<file path="config.mk">
export PLATFORM = sky130hd
export DESIGN_NAME = fetch_unit
export DESIGN_NICKNAME = d
export VERILOG_FILES = /design/src/rtl/fetch_unit_pkg.sv /design/src/rtl/fetch_fifo.sv /design/src/rtl/fetch_unit.sv
export SDC_FILE = /design/constraint.sdc
export NUM_CORES = 1
export LEC_CHECK = 0
export BUFFER_PORTS_ARGS = -buffer_cell sky130_fd_sc_hd__buf_4
export CAP_MARGIN = 40
export CORE_MARGIN = 2
export CORE_UTILIZATION = 56
export CTS_CLUSTER_DIAMETER = 30
export DETAILED_ROUTE_END_ITERATION = 10
export PLACE_DENSITY = 0.8
export SETUP_SLACK_MARGIN = 0.02
export SLEW_MARGIN = 10
export SYNTH_ARGS = -nofsm -noshare
export SYNTH_HDL_FRONTEND = slang
export SYNTH_HIERARCHICAL = 1
export SYNTH_SLANG_ARGS = --single-unit
</file>
<file path="constraint.sdc">
create_clock -name clk -period 14.6 [get_ports clk]
set_input_delay 2.92 -clock clk [delete_from_list [all_inputs] [get_ports clk]]
set_output_delay 2.92 -clock clk [all_outputs]
set_load 0.02 [all_outputs]
</file>
<file path="src/rtl/fetch_unit_pkg.sv">
// Shared fetch-stage types and constants, also used by the pipeline registers and decoder.
package fetch_unit_pkg;

  typedef enum logic [1:0] {
    IDLE = 2'd0,
    WAIT = 2'd1,
    DROP = 2'd2
  } fetch_state_e;

  localparam int unsigned INSTR_W    = 32;
  localparam int unsigned PC_INC     = 4;
  localparam int unsigned FIFO_DEPTH = 2;

endpackage

</file>
<file path="src/rtl/fetch_fifo.sv">
// Two-entry FIFO holding fetched {instr, pc} pairs; flush empties it in one cycle.
module fetch_fifo
  import fetch_unit_pkg::*;
#(
  parameter int unsigned WIDTH = 96
) (
  input  logic             clk,
  input  logic             rst_n,
  input  logic             push,
  input  logic             pop,
  input  logic             flush,
  input  logic [WIDTH-1:0] wdata,
  output logic [WIDTH-1:0] rdata,
  output logic             full,
  output logic             empty
);

  logic [WIDTH-1:0] mem_q [FIFO_DEPTH];
  logic             wr_ptr_q;
  logic             rd_ptr_q;
  logic [1:0]       count_q;
  logic             do_push;
  logic             do_pop;

  assign full    = (count_q == 2'(FIFO_DEPTH));
  assign empty   = (count_q == 2'd0);
  assign rdata   = mem_q[rd_ptr_q];
  assign do_pop  = pop && !empty;
  // A push into a full FIFO is legal only when the head leaves in the same cycle.
  assign do_push = push && (!full || do_pop);

  always_ff @(posedge clk) begin
    if (!rst_n) begin
      for (int i = 0; i < int'(FIFO_DEPTH); i++) mem_q[i] <= '0;
      wr_ptr_q <= 1'b0;
      rd_ptr_q <= 1'b0;
      count_q  <= 2'd0;
    end else if (flush) begin
      wr_ptr_q <= 1'b0;
      rd_ptr_q <= 1'b0;
      count_q  <= 2'd0;
    end else begin
      if (do_push) begin
        mem_q[wr_ptr_q] <= wdata;
        wr_ptr_q        <= ~wr_ptr_q;
      end
      if (do_pop) rd_ptr_q <= ~rd_ptr_q;
      case ({do_push, do_pop})
        2'b10:   count_q <= count_q + 2'd1;
        2'b01:   count_q <= count_q - 2'd1;
        default: count_q <= count_q;
      endcase
    end
  end

endmodule

</file>
<file path="src/rtl/fetch_unit.sv">
// Instruction fetch: one outstanding memory read, in-order responses buffered
// in a 2-entry FIFO toward the decoder, redirect kills any in-flight response.
module fetch_unit
  import fetch_unit_pkg::*;
#(
  parameter int unsigned           ADDR_WIDTH  = 64,
  parameter int unsigned           INSTR_WIDTH = INSTR_W,
  parameter logic [ADDR_WIDTH-1:0] RESET_PC    = '0
) (
  input  logic                   clk,
  input  logic                   rst_n,
  output logic                   mem_req_valid,
  output logic [ADDR_WIDTH-1:0]  mem_req_addr,
  input  logic                   mem_req_ready,
  input  logic                   mem_resp_valid,
  input  logic [INSTR_WIDTH-1:0] mem_resp_data,
  input  logic                   redirect_valid,
  input  logic [ADDR_WIDTH-1:0]  redirect_pc,
  output logic                   instr_valid,
  output logic [INSTR_WIDTH-1:0] instr,
  output logic [ADDR_WIDTH-1:0]  instr_pc,
  input  logic                   instr_ready
);

  localparam int unsigned ENTRY_W = INSTR_WIDTH + ADDR_WIDTH;

  fetch_state_e          state_q, state_d;
  logic [ADDR_WIDTH-1:0] fetch_pc_q;
  logic [ADDR_WIDTH-1:0] req_pc_q;
  logic                  req_fire;
  logic                  push;
  logic                  pop;
  logic                  full;
  logic                  empty;
  logic [ENTRY_W-1:0]    head;

  always_ff @(posedge clk) begin
    if (!rst_n) state_q <= IDLE;
    else        state_q <= state_d;
  end

  // Issue only when the slot freed this cycle (if any) plus the FIFO leave room for one more word.
  always_comb begin
    state_d       = state_q;
    mem_req_valid = 1'b0;
    push          = 1'b0;
    unique case (state_q)
      IDLE:    mem_req_valid = !full;
      WAIT:    mem_req_valid = mem_resp_valid && empty;
      DROP:    mem_req_valid = mem_resp_valid && !full;
      default: mem_req_valid = 1'b0;
    endcase
    if (!rst_n || redirect_valid) mem_req_valid = 1'b0;
    req_fire = mem_req_valid && mem_req_ready;

    unique case (state_q)
      IDLE: if (req_fire) state_d = WAIT;
      WAIT: begin
        if (redirect_valid)      state_d = mem_resp_valid ? IDLE : DROP;
        else if (mem_resp_valid) state_d = req_fire ? WAIT : IDLE;
        push = mem_resp_valid && !redirect_valid;
      end
      DROP: if (mem_resp_valid) state_d = req_fire ? WAIT : IDLE;
      default: state_d = IDLE;
    endcase
  end

  always_ff @(posedge clk) begin
    if (!rst_n) begin
      fetch_pc_q <= RESET_PC;
      req_pc_q   <= RESET_PC;
    end else if (redirect_valid) begin
      fetch_pc_q <= {redirect_pc[ADDR_WIDTH-1:2], 2'b00};
    end else if (req_fire) begin
      fetch_pc_q <= fetch_pc_q + ADDR_WIDTH'(PC_INC);
      req_pc_q   <= fetch_pc_q;
    end
  end

  assign pop          = !empty && instr_ready && !redirect_valid;
  assign mem_req_addr = fetch_pc_q;

  fetch_fifo #(
    .WIDTH (ENTRY_W)
  ) u_fifo (
    .clk   (clk),
    .rst_n (rst_n),
    .push  (push),
    .pop   (pop),
    .flush (redirect_valid),
    .wdata ({mem_resp_data, req_pc_q}),
    .rdata (head),
    .full  (full),
    .empty (empty)
  );

  assign instr_valid = !empty;
  assign instr       = head[ENTRY_W-1 -: INSTR_WIDTH];
  assign instr_pc    = head[ADDR_WIDTH-1:0];

endmodule

</file>
==> results.toml, run 1 <==
[status]
status = "completed"

[setup_path]
worst_r2r_endpoint = "mem_req_addr[63]"
worstSetupStartpoint = "rst_n"
critPathMaxFanout = 42
reg2reg_depth = 9
path_delay_family = "buffers and inverters"
rr_startpoint = "state_q[0]"
r2r_slack_ns = 11.49
worst-path-buf-inv = 2
cp.arrival_ns = 4.14
crit_end = "mem_req_valid"
crit_chain = "buf_4 -> nand2_1 -> nor3_1 -> buf_4"
max_stage_delay_ns = 0.41
path_depth = 4
cp_slowest_cell = "buf_4"
cp.required_ns = 11.68
critPathKind = "in2out"
start_kind = "input pin"
path_common_cell = "buf_4"
end_kind = "primary output"

[floorplanning]
start_util_pct = 57.3
dieArea_mm2 = 0.0272
core_area_mm2 = 0.0253
io_pins = 264
die_h_um = 165
die_x_um = 165
rows = 58

[run]
maxCapViolations = 0

[cts]
cts_resized = 0
h-tree-depth = 2
cts_buffers = 58
tritoncts = "yes"
post-cts-setup-buffers = 0
clkLatencyLatePin_ns = 0.56
numClockSinks = 323
cts_root_buf = "clkbuf_16"
hold_buffers = 0
cts_buffer_depth = 3
path_clk_slew_ns = 0.04

[synthesis]
ys_warn_count = 6
postSynth.asyncResetShare_pct = 0
synth_cell_type_count = 63
synth_area_mm2 = 0.0145
synthFlopType = "edfxtp_1"
synth_edf_count = 192
synth_seq_cells = 323
avgSynthCellArea_um2 = 11.1
postSynthCellCount = 1301
ys_seq_area_share_pct = 57.9

[global_route]
antenna_found_initial = 0
grtUsageTotal_pct = 27.0
grt_pass1_vias = 10900
grt.overflow.total = 0
grt_pass1_wl_um = 56900
grt_start_max_net_pins = 76

[placed_design]
hpwl_um = 23000
placed_cell_area_mm2 = 0.0167
place_ws_ns = 7.55
io_buffer_count = 259
placedCellCount = 1831
place.gp.congestion = 0.855

[sta]
finalCritPeriodShare_pct = 48.4
fmax_mhz = 142
skew_ns = 0.0262
rsz0062_at_grt = "false"
slew_viol_final = 0
setup_viol = 0
hold_violations = 0
tns_ns = 0
period_minus_slack_ns = 7.06
setup_ws_ns = 7.54
worst_pin_slew_ns = 0.872
relSlewSlack_pct = 41.8

[finish]
area_delta_synth_final_pct = 30.2
drive_gt1_share_pct = 31.3
final_area_mm2 = 0.0188
finalNonFillerCells = 1941
layout.nets = 1669
n_antenna_cell = 0

[min_path]
worst_hold_startpoint = "req_pc_q[45]"
hold_path_class = "reg2reg"

[drt]
drt-wirelength-per-cell_um = 19.3
wirelength_um = 37400
drt-initial-drc-count = 820
first_pass_iters = 7
drcViolationCount = 0
post_drt_via_cell_ratio = 5.63
drtAntennaViolNets = 0
vias = 10900

[power]
leakage_nw = 7.24
max-vdd-ir-drop_mv = 0.0918
p_per_area_mw_per_mm2 = 140
metrics by stage:
stage          total power [mW]  utilization [%]  hold WS (ns)
2_1_floorplan              1.13                -         0.440
5_1_grt                    2.72             74.6         0.480
3_3_place_gp               1.21             65.8         0.445
6_report                   2.65             74.6         0.457
3_5_place_dp               1.21             66.1         0.453
4_1_cts                    2.66             74.6         0.460
synthesized netlist by cell type, types with 3 or more instances:
cell type	number	share of area, %
inv_1	16	0.41
and4_1	4	0.24
o22ai_1	8	0.35
clkbuf_2	4	0.14
edfxtp_1	192	40
nor4_2	8	0.69
a21oi_1	105	3.6
and3_1	4	0.17
nand4_2	3	0.26
nor3_1	30	1.0
a211oi_1	5	0.26
buf_6	4	0.31
o21ai_0	43	1.5
mux2_2	96	7.5
buf_2	12	0.41
nor4_4	3	0.44
clkbuf_1	50	1.3
xor2_1	8	0.48
nand3_1	30	1.0
ha_1	6	0.52
dfxtp_1	131	18
or3_1	5	0.22
nand2b_1	4	0.17
nor2_1	37	0.96
and2_1	203	8.8
xnor2_1	49	3.0
a31oi_1	11	0.48
nand4_1	13	0.56
buf_1	5	0.13
o21ai_1	4	0.14
nand2_1	165	4.3
worst register-to-register path, stage by stage (launching register included):
cell     delay (ns)
dfxtp_1        0.36
inv_1          0.10
ha_1           0.29
nand2_1        0.11
o32ai_4        0.55
nand3_4        0.47
buf_4          0.50
nor4_2         0.36
xnor2_1        0.15
a21oi_1        0.08
cell type report:
class | instances | area [µm²]
timing repair buffer | 274 | 2120
fill | 1700 | 6400
multi-input combinational | 887 | 5710
sequential | 323 | 8390
tap | 330 | 413
inverter | 17 | 63.8
clock inverter | 37 | 519
clock buffer | 73 | 1630
worst min-delay path by stage:
stage	end	slack, ns	depth (start not counted)
6_report	req_pc_q[45]	0.46	2
5_1_grt	req_pc_q[31]	0.48	2
4_1_cts	req_pc_q[45]	0.46	2
3_5_place_dp	req_pc_q[8]	0.45	2
3_3_place_gp	req_pc_q[49]	0.45	2
2_1_floorplan	req_pc_q[10]	0.44	2
cells in the final DEF, fill, tap and decap left out, types with 11 or more instances in the layout:
master | synthesis | final
buf_4 | 2 | 270
and2_1 | 203 | 203
edfxtp_1 | 192 | 192
nand2_1 | 165 | 165
dfxtp_1 | 131 | 130
a21oi_1 | 105 | 105
mux2_2 | 96 | 96
clkbuf_16 | 0 | 62
xnor2_1 | 49 | 49
o21ai_0 | 43 | 42
nor2_1 | 37 | 37
nor3_1 | 30 | 30
nand3_1 | 30 | 30
inv_1 | 16 | 15
nand4_1 | 13 | 13
a31oi_1 | 11 | 11
bufinv_16 | 0 | 11
clkinvlp_4 | 0 | 11
cell families after synthesis:
| logic type | Yosys count | share of synthesized area (%) |
|---|---|---|
| multiplexers | 97 | 7.54 |
| buffers and inverters | 96 | 2.96 |
| flip-flops | 323 | 57.9 |
| other | 1 | 0.0259 |
| AO/OA/AOI/OAI | 187 | 7.10 |
| XOR/XNOR | 57 | 3.45 |
| AND/OR/NAND/NOR | 534 | 20.5 |
| adder cells (fa/ha/maj) | 6 | 0.519 |
state kept, by name (all words and copies together), names as in the netlist, named ones only:
register / count
u_fifo/mem_q: 192
mem_req_addr: 62
req_pc_q: 62
state_q: 2
u_fifo/count_q: 2
u_fifo/rd_ptr_q: 1
u_fifo/wr_ptr_q: 1
report_power, final:
group          internal (mW)  leakage (nW)  total (mW)  switching [mW]
Sequential             0.999          3.06        1.03          0.0307
Clock                  0.989          1.02        1.45           0.460
Combinational         0.0711          3.17       0.170          0.0992
routing by layer:
layer  vias to the layer above  track usage (%)  routed length (µm)
li1                       5101                -                   -
met1                      5215             35.1               15400
met2                       508             44.7               17700
met3                       101             4.85                2960
met4                         0             11.8                1360
met5                         -                0                   0
Note: power is estimated with default switching activity, not from simulation.
==> run 2, diff against run 1 <==
- clock period: 14.6 -> 6.8 ns (I/O delays scaled with it)
==> run 2 against run 1 <==
Largest power group unchanged. Critical path depth shrank 1. Combinational power increased by 120%. Non-clock buffer count increased by 1.
==> results.toml, run 2 (synthesized netlist as in run 1, its figures left out) <==
[status]
status = "completed"

[global_route]
grt_pass1_vias = 10700
grt_start_max_net_pins = 95
grtUsageTotal_pct = 26.8
grt.overflow.total = 0
antenna_found_initial = 0
grt_pass1_wl_um = 56200

[floorplanning]
start_util_pct = 57.3
die_x_um = 165
die_h_um = 165
dieArea_mm2 = 0.0272
core_area_mm2 = 0.0253
io_pins = 264
rows = 58

[finish]
largest_reg_flops = 192
layout_commonest_cell = "buf_4"
n_fill_cell = 1707
seqCellArea_mm2 = 0.00839
area_delta_synth_final_pct = 28.9
final_cell_mix = "buf_4 (272), and2_1 (203), edfxtp_1 (192)"
n_antenna_cell = 0
multi_input_area_mm2 = 0.00571
drive_gt1_share_pct = 31.1
regMostFlops = "u_fifo/mem_q"
post-route-util_pct = 73.9
layout.nets = 1668

[power]
p_int_mw = 4.20
switching_share_pct = 22.5
p_per_area_mw_per_mm2 = 291
leakage_nw = 7.16
clkPwrFrac_pct = 52.5
max-vdd-ir-drop_mv = 0.176
combPwrFrac_pct = 6.8
switchingPower_mw = 1.22
p_seq_share_pct = 40.7

[sta]
period_minus_slack_ns = 4.05
hold_violations = 0
skew_ns = 0.0279
rsz0062_at_grt = "false"
finalCritPeriodShare_pct = 59.6
setup_viol = 0
slew_viol_final = 0
tns_ns = 0
fmax_mhz = 247
worst_pin_slew_ns = 0.939
relSlewSlack_pct = 37.4

[setup_path]
crit_chain = "buf_4 -> mux2_2 -> buf_4"
cp.arrival_ns = 2.69
critPathMaxFanout = 50
path_common_cell = "buf_4"
critPathKind = "reg2out"
cp_slowest_cell = "dfxtp_4"
max_stage_delay_ns = 0.83
end_kind = "primary output"
start_kind = "flop"
cp.required_ns = 5.44

[cts]
numClockSinks = 323
cts_root_buf = "clkbuf_16"
hold_buffers = 0
cts_buffers = 56
cts_resized = 0
post-cts-setup-buffers = 0
tritoncts = "yes"
cts_buffer_depth = 3
h-tree-depth = 2
path_clk_slew_ns = 0.05
clkLatencyLatePin_ns = 0.56

[placed_design]
io_buffer_count = 259
place.gp.congestion = 0.840
hpwl_um = 23400

[drt]
vias = 10900
first_pass_iters = 5
drcViolationCount = 0
drt-wirelength-per-cell_um = 19.1
drtAntennaViolNets = 0
drt-initial-drc-count = 948
wirelength_um = 37000
post_drt_via_cell_ratio = 5.61

[min_path]
hold_path_class = "reg2reg"

[run]
maxCapViolations = 0
[run 2: cell types whose count changed in the layout (fill, tap and decap cells not counted)]
cell       before  now
buf_12          1    2
buf_4         270  272
inv_4           0    1
clkbuf_16      62   63
clkinv_1        2    1
inv_6           7    3
bufinv_16      11    5
clkinv_2        4    7
buf_16          2    0
[run 2: per-layer routing]
metal / global-route usage, % / share of wire [%] / up-vias
li1: - / - / 5086
met2: 44.4 / 48 / 482
met1: 34.4 / 41 / 5202
met3: 5.40 / 8.0 / 86
met4: 10.9 / 3.2 / 0
met5: 0 / 0 / -
[run 2: worst paths after layout]
| path | cells after the start | slack [ns] | end | from |
|---|---|---|---|---|
| setup / recovery | 3 | 2.75 | instr[13] | flop |
| hold / removal | 2 | 0.46 | req_pc_q[37] | req_pc_q[37] |
| setup reg to reg | 9 | 3.71 | mem_req_addr[34] | state_q[0] |
| hold reg to reg | 2 | 0.46 | req_pc_q[37] | req_pc_q[37] |
[run 2: layout make-up]
cell class | count | area share [%]
sequential | 323 | 45.0
multi-input combinational | 887 | 30.6
timing repair buffer | 275 | 11.2
clock buffer | 74 | 8.89
tap | 330 | 2.21
clock inverter | 30 | 1.72
inverter | 17 | 0.342
[run 2: worst max-delay path: cells and delay by family, from the launching register on]
| family | cells | cell delay [ns] |
|---|---|---|
| buffers and inverters | 2 | 0.86 |
| muxes | 1 | 0.42 |
| DFF | 1 | 0.83 |
[run 2: per-stage QoR]
stage | power, mW | hold slack (ns) | cell area [µm²] | std cells | setup slack [ns]
4_1_cts | 5.45 | 0.458 | 18700 | 1936 | 2.72
6_report | 5.42 | 0.457 | 18700 | 1936 | 2.75
3_5_place_dp | 2.61 | 0.451 | 16700 | 1832 | 2.60
3_3_place_gp | 2.60 | 0.446 | 16600 | 1829 | 2.64
5_1_grt | 5.57 | 0.478 | 18700 | 1936 | 2.65
2_1_floorplan | 2.43 | 0.440 | 14500 | 1306 | 1.41
[run 2: power by group through the flow]
stage,clock [mW],combinational [mW],sequential (mW)
2_1_floorplan,0,0.169,2.26
3_3_place_gp,0,0.358,2.24
3_5_place_dp,0,0.365,2.24
4_1_cts,2.87,0.369,2.21
5_1_grt,2.96,0.391,2.22
6_report,2.85,0.368,2.21
==> run 3, diff against run 2 <==
- ABC_AREA: default -> 1
- CORE_UTILIZATION: 56 -> 51
- PLACE_DENSITY: 0.8 -> 0.76
- clock period: 6.8 -> 3.4 ns (I/O delays scaled with it)
==> run 3 against run 2 <==
Flip-flop and latch count unchanged. Worst hold slack worse by 0.065 ns. Via count up 19%. First-iteration DRC count up 1.6%. Routed wire length up 16%. Synthesized cell count up 34%. Critical endpoint is now instr[11].
==> results.toml, run 3 <==
[drt]
drt-wirelength-per-cell_um = 17.6
drcViolationCount = 0
first_pass_iters = 6
vias = 12900
wl_met2_um = 20500
routedLengthMet1_um = 17800
drtAntennaViolNets = 0
drt-initial-drc-count = 963
post_drt_via_cell_ratio = 5.29
top_layer = "met4"
wl_met3_um = 3390
wirelength_um = 42900

[cts]
cts_buffer_depth = 3
h-tree-depth = 2
cts_resized = 0
hold_buffers = 0
tritoncts = "yes"
clkLatencyLatePin_ns = 0.57
cts_buffers = 58
cts_root_buf = "clkbuf_16"
path_clk_slew_ns = 0.05
numClockSinks = 323
post-cts-setup-buffers = 0

[setup_path]
critPathKind = "reg2out"
crit_chain = "buf_4 -> mux2_2 -> buf_4"
end_kind = "primary output"
cp.arrival_ns = 2.27
path_common_cell = "buf_4"
start_kind = "flop"
rr_startpoint = "state_q[1]"
path_delay_family = "flip-flops"
max_stage_delay_ns = 0.65
worst-path-buf-inv = 2
reg2reg_depth = 7
worst_r2r_endpoint = "u_fifo/mem_q[1][9]"
cp.required_ns = 2.72
r2r_slack_ns = 1.10
cp_slowest_cell = "dfxtp_4"
critPathMaxFanout = 34

[synthesis]
synth_compound_area_share_pct = 6.70
synth_top_family_by_area = "simple AND/OR/NAND/NOR gates"
postSynth.asyncResetShare_pct = 0
postSynthCellCount = 1737
synth_seq_cells = 323
ys_seq_area_share_pct = 54.7
yosys-top-cells-count = "nand2_1 (372), nor2_1 (343), inv_1 (196)"
yosys.area_share.simple_pct = 21.0
synth_xor_xnor_area_share_pct = 2.11
synth_fa_ha_area_share_pct = 0.490
synth_area_mm2 = 0.0153
muxShareOfSynthArea_pct = 7.05
avgSynthCellArea_um2 = 8.82
yosys.area.top_type_share_pct = 37.6
synth_cell_type_count = 40
synth_edf_count = 192
synthFlopType = "edfxtp_1"
synthMostInstantiatedCell = "nand2_1"
ys_warn_count = 6
yosysTopAreaCell = "edfxtp_1"
synth_area_leaders = "edfxtp_1 (38%), dfxtp_1 (17%), nand2_1 (9.1%)"

[global_route]
grt_pass1_vias = 12600
grt_start_max_net_pins = 98
antenna_found_initial = 0
grtUsageTotal_pct = 26.9
grt_pass1_wl_um = 66100
grt.overflow.total = 0

[floorplanning]
core_area_mm2 = 0.0296
dieArea_mm2 = 0.0315
die_x_um = 177
io_pins = 264
start_util_pct = 51.7
die_h_um = 177
rows = 63

[min_path]
min_path_cells = 3
worst_hold_startpoint = "redirect_pc[30]"
hold_path_class = "in2reg"
hold_end = "mem_req_addr[30]"

[finish]
seqCellArea_mm2 = 0.00839
regMostFlops = "u_fifo/mem_q"
multi_input_area_mm2 = 0.00575
drive_gt1_share_pct = 24.3
final_area_mm2 = 0.0197
final_cell_mix = "nand2_1 (370), nor2_1 (343), buf_4 (271)"
layout.nets = 2110
finalNonFillerCells = 2442
area_delta_synth_final_pct = 28.8
layout_commonest_cell = "nand2_1"
largest_reg_flops = 192
n_antenna_cell = 0
n_fill_cell = 2341

[sta]
skew_ns = 0.0159
slew_viol_final = 0
tns_ns = 0
hold_slack_ns = 0.392
finalCritPeriodShare_pct = 86.8
relSlewSlack_pct = 55.5
fmax_mhz = 339
period_minus_slack_ns = 2.95
rsz0062_at_grt = "false"
setup_viol = 0
hold_violations = 0
worst_pin_slew_ns = 0.667

[placed_design]
hpwl_um = 29700
placed_cell_area_mm2 = 0.0176
place.gp.congestion = 0.980
placedCellCount = 2332
io_buffer_count = 259

[power]
max-vdd-ir-drop_mv = 0.383
leakage_nw = 7.93
total_power_mw = 11.5
p_per_area_mw_per_mm2 = 581

[run]
maxCapViolations = 0

[status]
status = "completed"
==> run 3: cell count changes after synthesis, sizes merged, moves of 12 or more <==
| cell | previous run | this run |
|---|---|---|
| and2 | 203 | 0 |
| buf | 23 | 54 |
| clkbuf | 54 | 24 |
| inv | 16 | 199 |
| nand2 | 166 | 373 |
| nand3 | 32 | 50 |
| nor2 | 37 | 350 |
| nor3 | 32 | 8 |
| nor4 | 13 | 1 |
| o21ai | 47 | 72 |
| xnor2 | 49 | 12 |
| xor2 | 8 | 25 |
==> run 3: per-layer routing <==
layer,vias up,GRT usage [%]
li1,6164,-
met1,6075,35.7
met2,597,44.9
met3,80,4.20
met4,0,9.22
met5,-,0
==> run 3: logic make-up (layout without fill, tap and decap cells) <==
| logic type | after synthesis | count (layout) |
|---|---|---|
| AOI/OAI and AO/OA | 197 | 197 |
| other | 1 | 4 |
| and+or+nand+nor | 799 | 799 |
| buffers and inverters | 278 | 590 |
| DFF | 323 | 323 |
| muxes | 96 | 96 |
| adders and majority gates | 6 | 6 |
| xor gates and xnor gates | 37 | 37 |
==> run 3: metrics by stage <==
stage / setup slack [ns] / utilization, %
2_1_floorplan: 0.520 / -
3_3_place_gp: 0.711 / 59.2
3_5_place_dp: 0.667 / 59.5
4_1_cts: 0.381 / 66.6
5_1_grt: 0.325 / 66.6
6_report: 0.449 / 66.6
==> run 3: cell type report <==
cell class / instances / share of cell area, %
sequential: 323 / 42.5
multi-input combinational: 1139 / 29.1
timing repair buffer: 280 / 11.3
clock buffer: 65 / 7.69
inverter: 200 / 3.85
clock inverter: 45 / 3.02
tap: 390 / 2.47
==> run 3: how the worst max path moves through the flow <==
| stage | slack [ns] | cells after the start | start | endpoint |
|---|---|---|---|---|
| CTS | 0.38 | 3 | flop | instr[11] |
| floorplan | 0.52 | 8 | redirect_valid | u_fifo/mem_q[1][0] |
| global placement | 0.71 | 8 | redirect_valid | u_fifo/mem_q[1][9] |
| finish | 0.45 | 3 | flop | instr[11] |
| global route | 0.32 | 3 | flop | instr[11] |
| detailed placement | 0.67 | 8 | redirect_valid | u_fifo/mem_q[1][46] |
==> run 3: worst min-delay path, cell delays in order <==
cell     delay [ns]
buf_4          0.11
nand2_1        0.05
a31oi_1        0.07
==> run 3: power by group <==
part	leakage, nW	switching, mW	internal [mW]
combinational	3.85	0.574	0.367
sequential	3.06	0.136	4.31
clock	1.03	2.05	4.03
total	7.93	2.76	8.71
